## src/rtl/mandelbrot_iter_ctrl_if.sv

```systemverilog
// Point/result handshakes and the external step-ALU wiring for mandelbrot_iter_ctrl.
// The slave modport is the controller's view; master is the scan/colour/ALU side.
interface mandelbrot_iter_ctrl_if #(
  parameter int WIDTH      = 8,
  parameter int ITER_WIDTH = 8
);
  logic                   in_valid;
  logic                   in_ready;
  logic [WIDTH-1:0]       in_cr;
  logic [WIDTH-1:0]       in_ci;
  logic [ITER_WIDTH-1:0]  in_max_iter;

  logic [WIDTH-1:0]       alu_cr;
  logic [WIDTH-1:0]       alu_ci;
  logic [WIDTH-1:0]       alu_zr;
  logic [WIDTH-1:0]       alu_zi;
  logic [WIDTH-1:0]       alu_out_zr;
  logic [WIDTH-1:0]       alu_out_zi;
  logic                   alu_size;
  logic                   alu_overflow;

  logic                   out_valid;
  logic                   out_ready;
  logic [ITER_WIDTH-1:0]  out_count;
  logic                   out_escaped;

  modport slave (
    input  in_valid, in_cr, in_ci, in_max_iter,
    output in_ready,
    output alu_cr, alu_ci, alu_zr, alu_zi,
    input  alu_out_zr, alu_out_zi, alu_size, alu_overflow,
    output out_valid, out_count, out_escaped,
    input  out_ready
  );

  modport master (
    output in_valid, in_cr, in_ci, in_max_iter,
    input  in_ready,
    input  alu_cr, alu_ci, alu_zr, alu_zi,
    output alu_out_zr, alu_out_zi, alu_size, alu_overflow,
    input  out_valid, out_count, out_escaped,
    output out_ready
  );
endinterface

```

## src/rtl/mandelbrot_iter_ctrl.sv

```systemverilog
// Per-pixel Mandelbrot iteration sequencer: holds c and z, steps the external ALU
// once per clock until escape or the iteration limit, then offers count/escape flag.
module mandelbrot_iter_ctrl #(
  parameter int WIDTH      = 8,
  parameter int ITER_WIDTH = 8
) (
  input  logic                    clk,
  input  logic                    rst,
  mandelbrot_iter_ctrl_if.slave   bus
);

  typedef enum logic [1:0] {IDLE, RUN, DONE} state_t;

  state_t                 state, state_nxt;
  logic [WIDTH-1:0]       cr, ci, zr, zi;
  logic [WIDTH-1:0]       cr_nxt, ci_nxt, zr_nxt, zi_nxt;
  logic [ITER_WIDTH-1:0]  max_iter, max_iter_nxt;
  logic [ITER_WIDTH-1:0]  count, count_nxt, count_inc;
  logic                   escaped, escaped_nxt;

  assign count_inc = count + 1'b1;

  always_ff @(posedge clk or posedge rst) begin
    if (rst) begin
      state    <= IDLE;
      cr       <= '0;
      ci       <= '0;
      zr       <= '0;
      zi       <= '0;
      max_iter <= '0;
      count    <= '0;
      escaped  <= 1'b0;
    end else begin
      state    <= state_nxt;
      cr       <= cr_nxt;
      ci       <= ci_nxt;
      zr       <= zr_nxt;
      zi       <= zi_nxt;
      max_iter <= max_iter_nxt;
      count    <= count_nxt;
      escaped  <= escaped_nxt;
    end
  end

  always_comb begin
    state_nxt    = state;
    cr_nxt       = cr;
    ci_nxt       = ci;
    zr_nxt       = zr;
    zi_nxt       = zi;
    max_iter_nxt = max_iter;
    count_nxt    = count;
    escaped_nxt  = escaped;
    unique case (state)
      IDLE: begin
        if (bus.in_valid) begin
          cr_nxt       = bus.in_cr;
          ci_nxt       = bus.in_ci;
          max_iter_nxt = bus.in_max_iter;
          zr_nxt       = '0;
          zi_nxt       = '0;
          count_nxt    = '0;
          escaped_nxt  = 1'b0;
          state_nxt    = (bus.in_max_iter == '0) ? DONE : RUN;
        end
      end
      RUN: begin
        // Escape takes priority over reaching the limit on the same edge.
        if (bus.alu_size || bus.alu_overflow) begin
          escaped_nxt = 1'b1;
          state_nxt   = DONE;
        end else begin
          zr_nxt    = bus.alu_out_zr;
          zi_nxt    = bus.alu_out_zi;
          count_nxt = count_inc;
          if (count_inc == max_iter) begin
            escaped_nxt = 1'b0;
            state_nxt   = DONE;
          end
        end
      end
      DONE: begin
        if (bus.out_ready) state_nxt = IDLE;
      end
      default: state_nxt = IDLE;
    endcase
  end

  assign bus.in_ready    = (state == IDLE);
  assign bus.out_valid   = (state == DONE);
  assign bus.out_count   = count;
  assign bus.out_escaped = escaped;
  assign bus.alu_cr      = cr;
  assign bus.alu_ci      = ci;
  assign bus.alu_zr      = zr;
  assign bus.alu_zi      = zi;

endmodule

```

## src/flat_wrapper.sv

```systemverilog
// flat-port wrapper written by rule: the top's interface ports become plain ports
module mandelbrot_iter_ctrl_flat 
#(
  parameter int WIDTH      = 8,
  parameter int ITER_WIDTH = 8
)
  (clk, rst, bus_in_valid, bus_in_cr, bus_in_ci, bus_in_max_iter, bus_in_ready, bus_alu_cr, bus_alu_ci, bus_alu_zr, bus_alu_zi, bus_alu_out_zr, bus_alu_out_zi, bus_alu_size, bus_alu_overflow, bus_out_valid, bus_out_count, bus_out_escaped, bus_out_ready);
  mandelbrot_iter_ctrl_if #(.WIDTH(WIDTH), .ITER_WIDTH(ITER_WIDTH)) bus_i ();
  input  logic clk;
  input  logic rst;
  input wire logic [$bits(bus_i.in_valid)-1:0] bus_in_valid;
  input wire logic [$bits(bus_i.in_cr)-1:0] bus_in_cr;
  input wire logic [$bits(bus_i.in_ci)-1:0] bus_in_ci;
  input wire logic [$bits(bus_i.in_max_iter)-1:0] bus_in_max_iter;
  output wire logic [$bits(bus_i.in_ready)-1:0] bus_in_ready;
  output wire logic [$bits(bus_i.alu_cr)-1:0] bus_alu_cr;
  output wire logic [$bits(bus_i.alu_ci)-1:0] bus_alu_ci;
  output wire logic [$bits(bus_i.alu_zr)-1:0] bus_alu_zr;
  output wire logic [$bits(bus_i.alu_zi)-1:0] bus_alu_zi;
  input wire logic [$bits(bus_i.alu_out_zr)-1:0] bus_alu_out_zr;
  input wire logic [$bits(bus_i.alu_out_zi)-1:0] bus_alu_out_zi;
  input wire logic [$bits(bus_i.alu_size)-1:0] bus_alu_size;
  input wire logic [$bits(bus_i.alu_overflow)-1:0] bus_alu_overflow;
  output wire logic [$bits(bus_i.out_valid)-1:0] bus_out_valid;
  output wire logic [$bits(bus_i.out_count)-1:0] bus_out_count;
  output wire logic [$bits(bus_i.out_escaped)-1:0] bus_out_escaped;
  input wire logic [$bits(bus_i.out_ready)-1:0] bus_out_ready;
  assign bus_i.in_valid = bus_in_valid;
  assign bus_i.in_cr = bus_in_cr;
  assign bus_i.in_ci = bus_in_ci;
  assign bus_i.in_max_iter = bus_in_max_iter;
  assign bus_in_ready = bus_i.in_ready;
  assign bus_alu_cr = bus_i.alu_cr;
  assign bus_alu_ci = bus_i.alu_ci;
  assign bus_alu_zr = bus_i.alu_zr;
  assign bus_alu_zi = bus_i.alu_zi;
  assign bus_i.alu_out_zr = bus_alu_out_zr;
  assign bus_i.alu_out_zi = bus_alu_out_zi;
  assign bus_i.alu_size = bus_alu_size;
  assign bus_i.alu_overflow = bus_alu_overflow;
  assign bus_out_valid = bus_i.out_valid;
  assign bus_out_count = bus_i.out_count;
  assign bus_out_escaped = bus_i.out_escaped;
  assign bus_i.out_ready = bus_out_ready;
  mandelbrot_iter_ctrl #(.WIDTH(WIDTH), .ITER_WIDTH(ITER_WIDTH)) u_core (.clk(clk), .rst(rst), .bus(bus_i));
endmodule
```

## config.mk

```make
export PLATFORM = sky130hd
export DESIGN_NAME = mandelbrot_iter_ctrl_flat
export DESIGN_NICKNAME = d
export VERILOG_FILES = /design/src/rtl/mandelbrot_iter_ctrl_if.sv /design/src/rtl/mandelbrot_iter_ctrl.sv /design/src/flat_wrapper.sv
export SDC_FILE = /design/constraint.sdc
export NUM_CORES = 1
export LEC_CHECK = 0
export CAP_MARGIN = 20
export CELL_PAD_IN_SITES_DETAIL_PLACEMENT = 1
export CELL_PAD_IN_SITES_GLOBAL_PLACEMENT = 2
export CORE_ASPECT_RATIO = 1.75
export CORE_MARGIN = 2
export CORE_UTILIZATION = 24
export CTS_CLUSTER_DIAMETER = 40
export CTS_CLUSTER_SIZE = 30
export DETAILED_ROUTE_END_ITERATION = 12
export PLACE_DENSITY = 0.85
export SKIP_CTS_REPAIR_TIMING = 1
export SYNTH_ARGS = -nofsm -noshare
export SYNTH_HDL_FRONTEND = slang
export SYNTH_SLANG_ARGS = --single-unit
export TNS_END_PERCENT = 100
```

## constraint.sdc

```tcl
create_clock -name clk -period 1.8 [get_ports clk]
set_input_delay 0.45 -clock clk [delete_from_list [all_inputs] [get_ports clk]]
set_output_delay 0.45 -clock clk [all_outputs]
set_load 0.01 [all_outputs]
```

# Yosys cells after proc, flatten, opt, wreduce, memory -nomap -nowiden
# Cells that the tools add are included.
[word_totals] ff_bits=51 in_bits=46 out_inout_bits=43 wordCells=41
[op_classes] add_sub_neg=1 eq_ne=7 muxes=17 reduce_logical=8
[ops] cell="case mux 8 bit (2 select lines)" n=3
[ops] cell="2-to-1 mux 8 bit" n=4
[ops] cell="2-to-1 mux 2 bit" n=5
[ops] cell="AND reduction 3 bit" n=3
[ops] cell="adder 8 x 1 -> 8 bit (second input constant)" n=1
[ops] cell="equality test 8 bit" n=1
[ops] cell="zero test 8 bit" n=1
[ops] cell="case mux 2 bit (3 select lines)" n=1
[ops] cell="!= test 2 bit (second input constant)" n=2
[ops] cell="2-to-1 mux 1 bit" n=3
[ops] cell="!= test 3 x 1 -> 1 bit (second input constant)" n=1
[ops] cell="equality test 2 x 1 -> 1 bit (second input constant)" n=1
[ops] cell="equality test 2 bit (second input constant)" n=1
[ops] cell="zero test 2 bit" n=1
[ops] cell="!= test 2 x 1 -> 1 bit (second input constant)" n=1
[ops] cell="case mux 1 bit (2 select lines)" n=1
[ops] cell="AND reduction 2 bit" n=1
[ops] cell="nonzero test 2 bit" n=1
[ops] cell="logical OR 1 bit" n=1

# Longest topological paths before layout
[logic_depth] depth_word=5 ltp_mapped=7 depth_no_buf=6

# Worst setup path before layout
# Ideal clock, no wire load.
[synth_timing] path_type="reg2reg" from="register u_core.count[0] (netlist: u_core.bus.out_count[0])" to="register u_core.escaped (netlist: u_core.bus.out_escaped)" setup_time_ps=149 arrival_ps=1840 t_required_ps=1651 path_slack_ps=-190 stages_incl_launch_ff=7 path_buffers=1 period_less_slack_ps=1990 cell_sequence="dfrtp_1 ha_1 buf_2 o21ai_0 a2111oi_4 a2111oi_2 o221ai_1"
[synth_between] elab_chain_len=4
[synth_rtl] item="start, declared" line_no="mandelbrot_iter_ctrl.sv:18" source="logic [ITER_WIDTH-1:0] count, count_nxt, count_inc;"
[synth_rtl] item="start signal, assigned" line_no="mandelbrot_iter_ctrl.sv:40" source="count <= count_nxt;"
[synth_rtl] item="adder 8 x 1 -> 8 bit" line_no="mandelbrot_iter_ctrl.sv:21" source="assign count_inc = count + 1'b1;"
[synth_rtl] item="equality test 8 bit" line_no="mandelbrot_iter_ctrl.sv:76" source="if (count_inc == max_iter) begin"
[synth_rtl] item="!= test 3 x 1 -> 1 bit (no source line)"
[synth_rtl] item="AND reduction 3 bit (no source line)"
[synth_rtl] item="end signal, assigned" line_no="mandelbrot_iter_ctrl.sv:41" source="escaped <= escaped_nxt;"
[synth_rtl] item="end, declared" line_no="mandelbrot_iter_ctrl.sv:19" source="logic escaped, escaped_nxt;"
# No other way between the ends.
# A chain may end at the register's enable or synchronous reset.

# Final worst setup path
# Same ends and word-level chain as after synthesis.

==> results.json <==
{
  "stdcell_area_mm2": 0.00397,
  "whs_path_depth": 2,
  "worstSetupPathType": "reg -> reg",
  "p_total_w": 0.00547,
  "root_buffer": "clkbuf_16",
  "max_cap_violations": 0,
  "timing.fmax_mhz": 522,
  "clk_latency_ns": 0.30,
  "gp_congestion": 0.773,
  "ant_nets": 0,
  "fin_crit_sh": 1.06,
  "syn_area_mm2": 0.00234,
  "placedInstanceArea_mm2": 0.00370,
  "final_nets": 379,
  "coreArea_mm2": 0.00947,
  "rsz0062_at_grt": "yes",
  "ys_warn_count": 0,
  "powerDensity_mw_per_mm2": 1380,
  "synth_edf_count": 0,
  "start_kind": "flip-flop",
  "grt_max_degree": 39,
  "die_h_um": 135,
  "top_level_ports": 89,
  "std_cell_rows": 47,
  "antenna_cells": 0,
  "die-area_mm2": 0.0106,
  "multiInputGateArea_mm2": 0.00105,
  "grt_pass1_vias": 2309,
  "drive_above_1_share": 0.303,
  "initial_core_util": 0.248,
  "rrSetupSlack_ns": -0.11,
  "syn_to_final_growth_pct": 69.2,
  "min_path_type": "reg -> reg",
  "synth_seq_cells": 51,
  "syn_inst": 204,
  "grt-ovfl-total": 0,
  "synth_nets": 251,
  "fin_skew_ns": 0.00922,
  "timing.critical_path.to_type": "flip-flop",
  "viasPerCell": 4.60,
  "cts_tree": "built",
  "hold_viol": 0,
  "startpoint": "u_core.bus.out_count[0]",
  "drc": 0,
  "cts_buffers": 5,
  "worstPathArrival_ns": 2.07,
  "antenna_found_initial": 0,
  "synth_ff_type": "dfrtp_1",
  "wl_um": 7630,
  "drt_iter0_markers": 43,
  "synth-seq-area-share": 0.545,
  "setup_violations": 3,
  "grt_pass1_wl_um": 12000,
  "grt_use_total": 0.147,
  "clkSinkCount": 51,
  "violations": "negative setup slack",
  "fillCellCount": 1020,
  "dr.pass1.iters": 4,
  "hold-path-endpoint": "u_core.bus.alu_zi[1]",
  "worstPathMaxFanout": 4,
  "h-tree-depth": 2,
  "slew_headroom": 0.763,
  "die_w_um": 78.7,
  "r2r_cells": 7,
  "timing.rr.start": "u_core.bus.out_count[0]",
  "min-delay-start": "u_core.bus.alu_zi[1]",
  "seqCellArea_mm2": 0.00128,
  "wire_per_inst_um": 16.8,
  "postSynthAreaPerCell_um2": 11.5,
  "async_flop_share": 1.00,
  "synth_cell_type_count": 40,
  "place_inst": 445,
  "layout.cells.non_filler": 455,
  "maxSlewViolCount": 0,
  "vias": 2093,
  "critical_path_required_ns": 1.96,
  "tightest_slew_ns": 0.355,
  "final.setup.worst_slack_ns": -0.114,
  "cts.clk_slew.worst_paths_ns": 0.07,
  "fin_crit_ns": 1.91,
  "cts_buffer_depth": 2,
  "portBuffers": 88,
  "outcome": "complete, but fails checks",
  "leakage_nw": 1.82,
  "ir_drop_mv": 0.628,
  "dp_hpwl_um": 5670,
  "rr_endpoint": "u_core.bus.out_escaped"
}
area by class of cell:
cell class | count | area share
clock buffer | 5 | 0.0315
timing repair buffer | 132 | 0.324
clock inverter | 3 | 0.0170
inverter | 1 | 0.000946
multi-input combinational | 141 | 0.264
sequential | 51 | 0.324
tap | 122 | 0.0385
per-layer routing:
metal | GRT usage | part of all wire
met5 | 0 | 0
met3 | 0.0140 | 0.022
met4 | 0.0828 | 0.040
met1 | 0.152 | 0.36
met2 | 0.280 | 0.58
power breakdown:
group / leakage (nW) / switching, W / total (W) / internal (W)
logic: 1.09 / 0.000969 / 0.00236 / 0.00139
clock network: 0.0900 / 0.000444 / 0.00124 / 0.000797
registers: 0.639 / 0.000290 / 0.00188 / 0.00159
Yosys cell counts, types with 2 or more instances:
master,n,area share
a211oi_1,2,0.0064
a21oi_1,3,0.0064
a22o_1,9,0.034
and2_2,2,0.0064
and3_1,3,0.0080
buf_2,8,0.017
buf_6,2,0.0096
dfrtp_1,51,0.54
mux2_2,24,0.12
nand2_1,28,0.045
nand2b_1,3,0.0080
nand3_1,4,0.0085
nor2_1,9,0.014
nor2b_1,2,0.0053
o21ai_0,18,0.038
o21ai_1,5,0.011
or4_1,2,0.0064
xnor2_1,3,0.011
xor2_1,5,0.019
worst max-delay path by stage:
stage,to,slack [ns],cells after the start
finish,u_core.bus.out_escaped,-0.11,7
global placement,u_core.state[1],-0.10,6
CTS,bus_in_ready,-0.21,2
detailed placement,u_core.state[1],-0.14,6
global route,u_core.bus.out_escaped,-0.17,7
floorplan,u_core.bus.out_count[0],0.01,1
kinds of logic (layout without fill, tap and decap cells):
logic type      after synthesis  count (layout)  share of synthesized area
fa+ha+maj                     2               2                     0.0101
mux                          24              24                      0.115
flops                        51              51                      0.545
buf+inv                      12             141                     0.0299
simple gates                 61              61                      0.131
xor+xnor                      8               8                     0.0299
compound gates               46              46                      0.139
stage by stage:
step / TNS [ns] / util / setup slack, ns / hold WS [ns]
4_1_cts: -1.29 / 0.411 / -0.208 / 0.491
3_3_place_gp: -2.05 / 0.391 / -0.105 / 0.465
2_1_floorplan: 0 / - / 0.00960 / 0.499
3_5_place_dp: -2.78 / 0.391 / -0.142 / 0.475
6_report: -0.310 / 0.419 / -0.114 / 0.482
5_1_grt: -0.480 / 0.419 / -0.173 / 0.514
flip-flops by register name, summed over array words and instances (netlist names):
signal,count
u_core.bus.out_escaped,1
u_core.bus.alu_zi,8
u_core.bus.alu_ci,8
u_core.bus.out_count,8
u_core.bus.alu_zr,8
u_core.max_iter,8
u_core.state,2
u_core.bus.alu_cr,8
cells in the final DEF, fill, tap and decap left out, types with 2 or more instances in the layout:
| cell | netlist | final |
|---|---|---|
| xnor2_1 | 3 | 3 |
| dfrtp_2 | 0 | 6 |
| and2_2 | 2 | 2 |
| bufinv_16 | 0 | 2 |
| buf_4 | 0 | 40 |
| a22o_1 | 9 | 9 |
| nor2_1 | 9 | 7 |
| mux2_2 | 24 | 24 |
| a21oi_1 | 3 | 3 |
| nor2b_1 | 2 | 2 |
| a2111oi_2 | 1 | 2 |
| xor2_1 | 5 | 5 |
| nand3_1 | 4 | 4 |
| nor2_2 | 0 | 2 |
| and3_1 | 3 | 3 |
| dlymetal6s2s_1 | 0 | 10 |
| nand2b_1 | 3 | 3 |
| buf_12 | 0 | 4 |
| a211oi_2 | 0 | 2 |
| o21ai_0 | 18 | 17 |
| or4_1 | 2 | 2 |
| o21ai_1 | 5 | 5 |
| nand2_1 | 28 | 28 |
| clkbuf_16 | 0 | 5 |
| dfrtp_1 | 51 | 45 |
| clkdlybuf4s50_1 | 0 | 78 |
critical path, stage by stage (launching register included):
cell,delay [ns]
dfrtp_2,0.44
ha_4,0.16
and3_4,0.18
a211oi_2,0.22
o2111ai_1,0.16
a2111oi_2,0.34
buf_4,0.20
o221ai_2,0.09
Note: power is estimated with default switching activity, not from simulation.
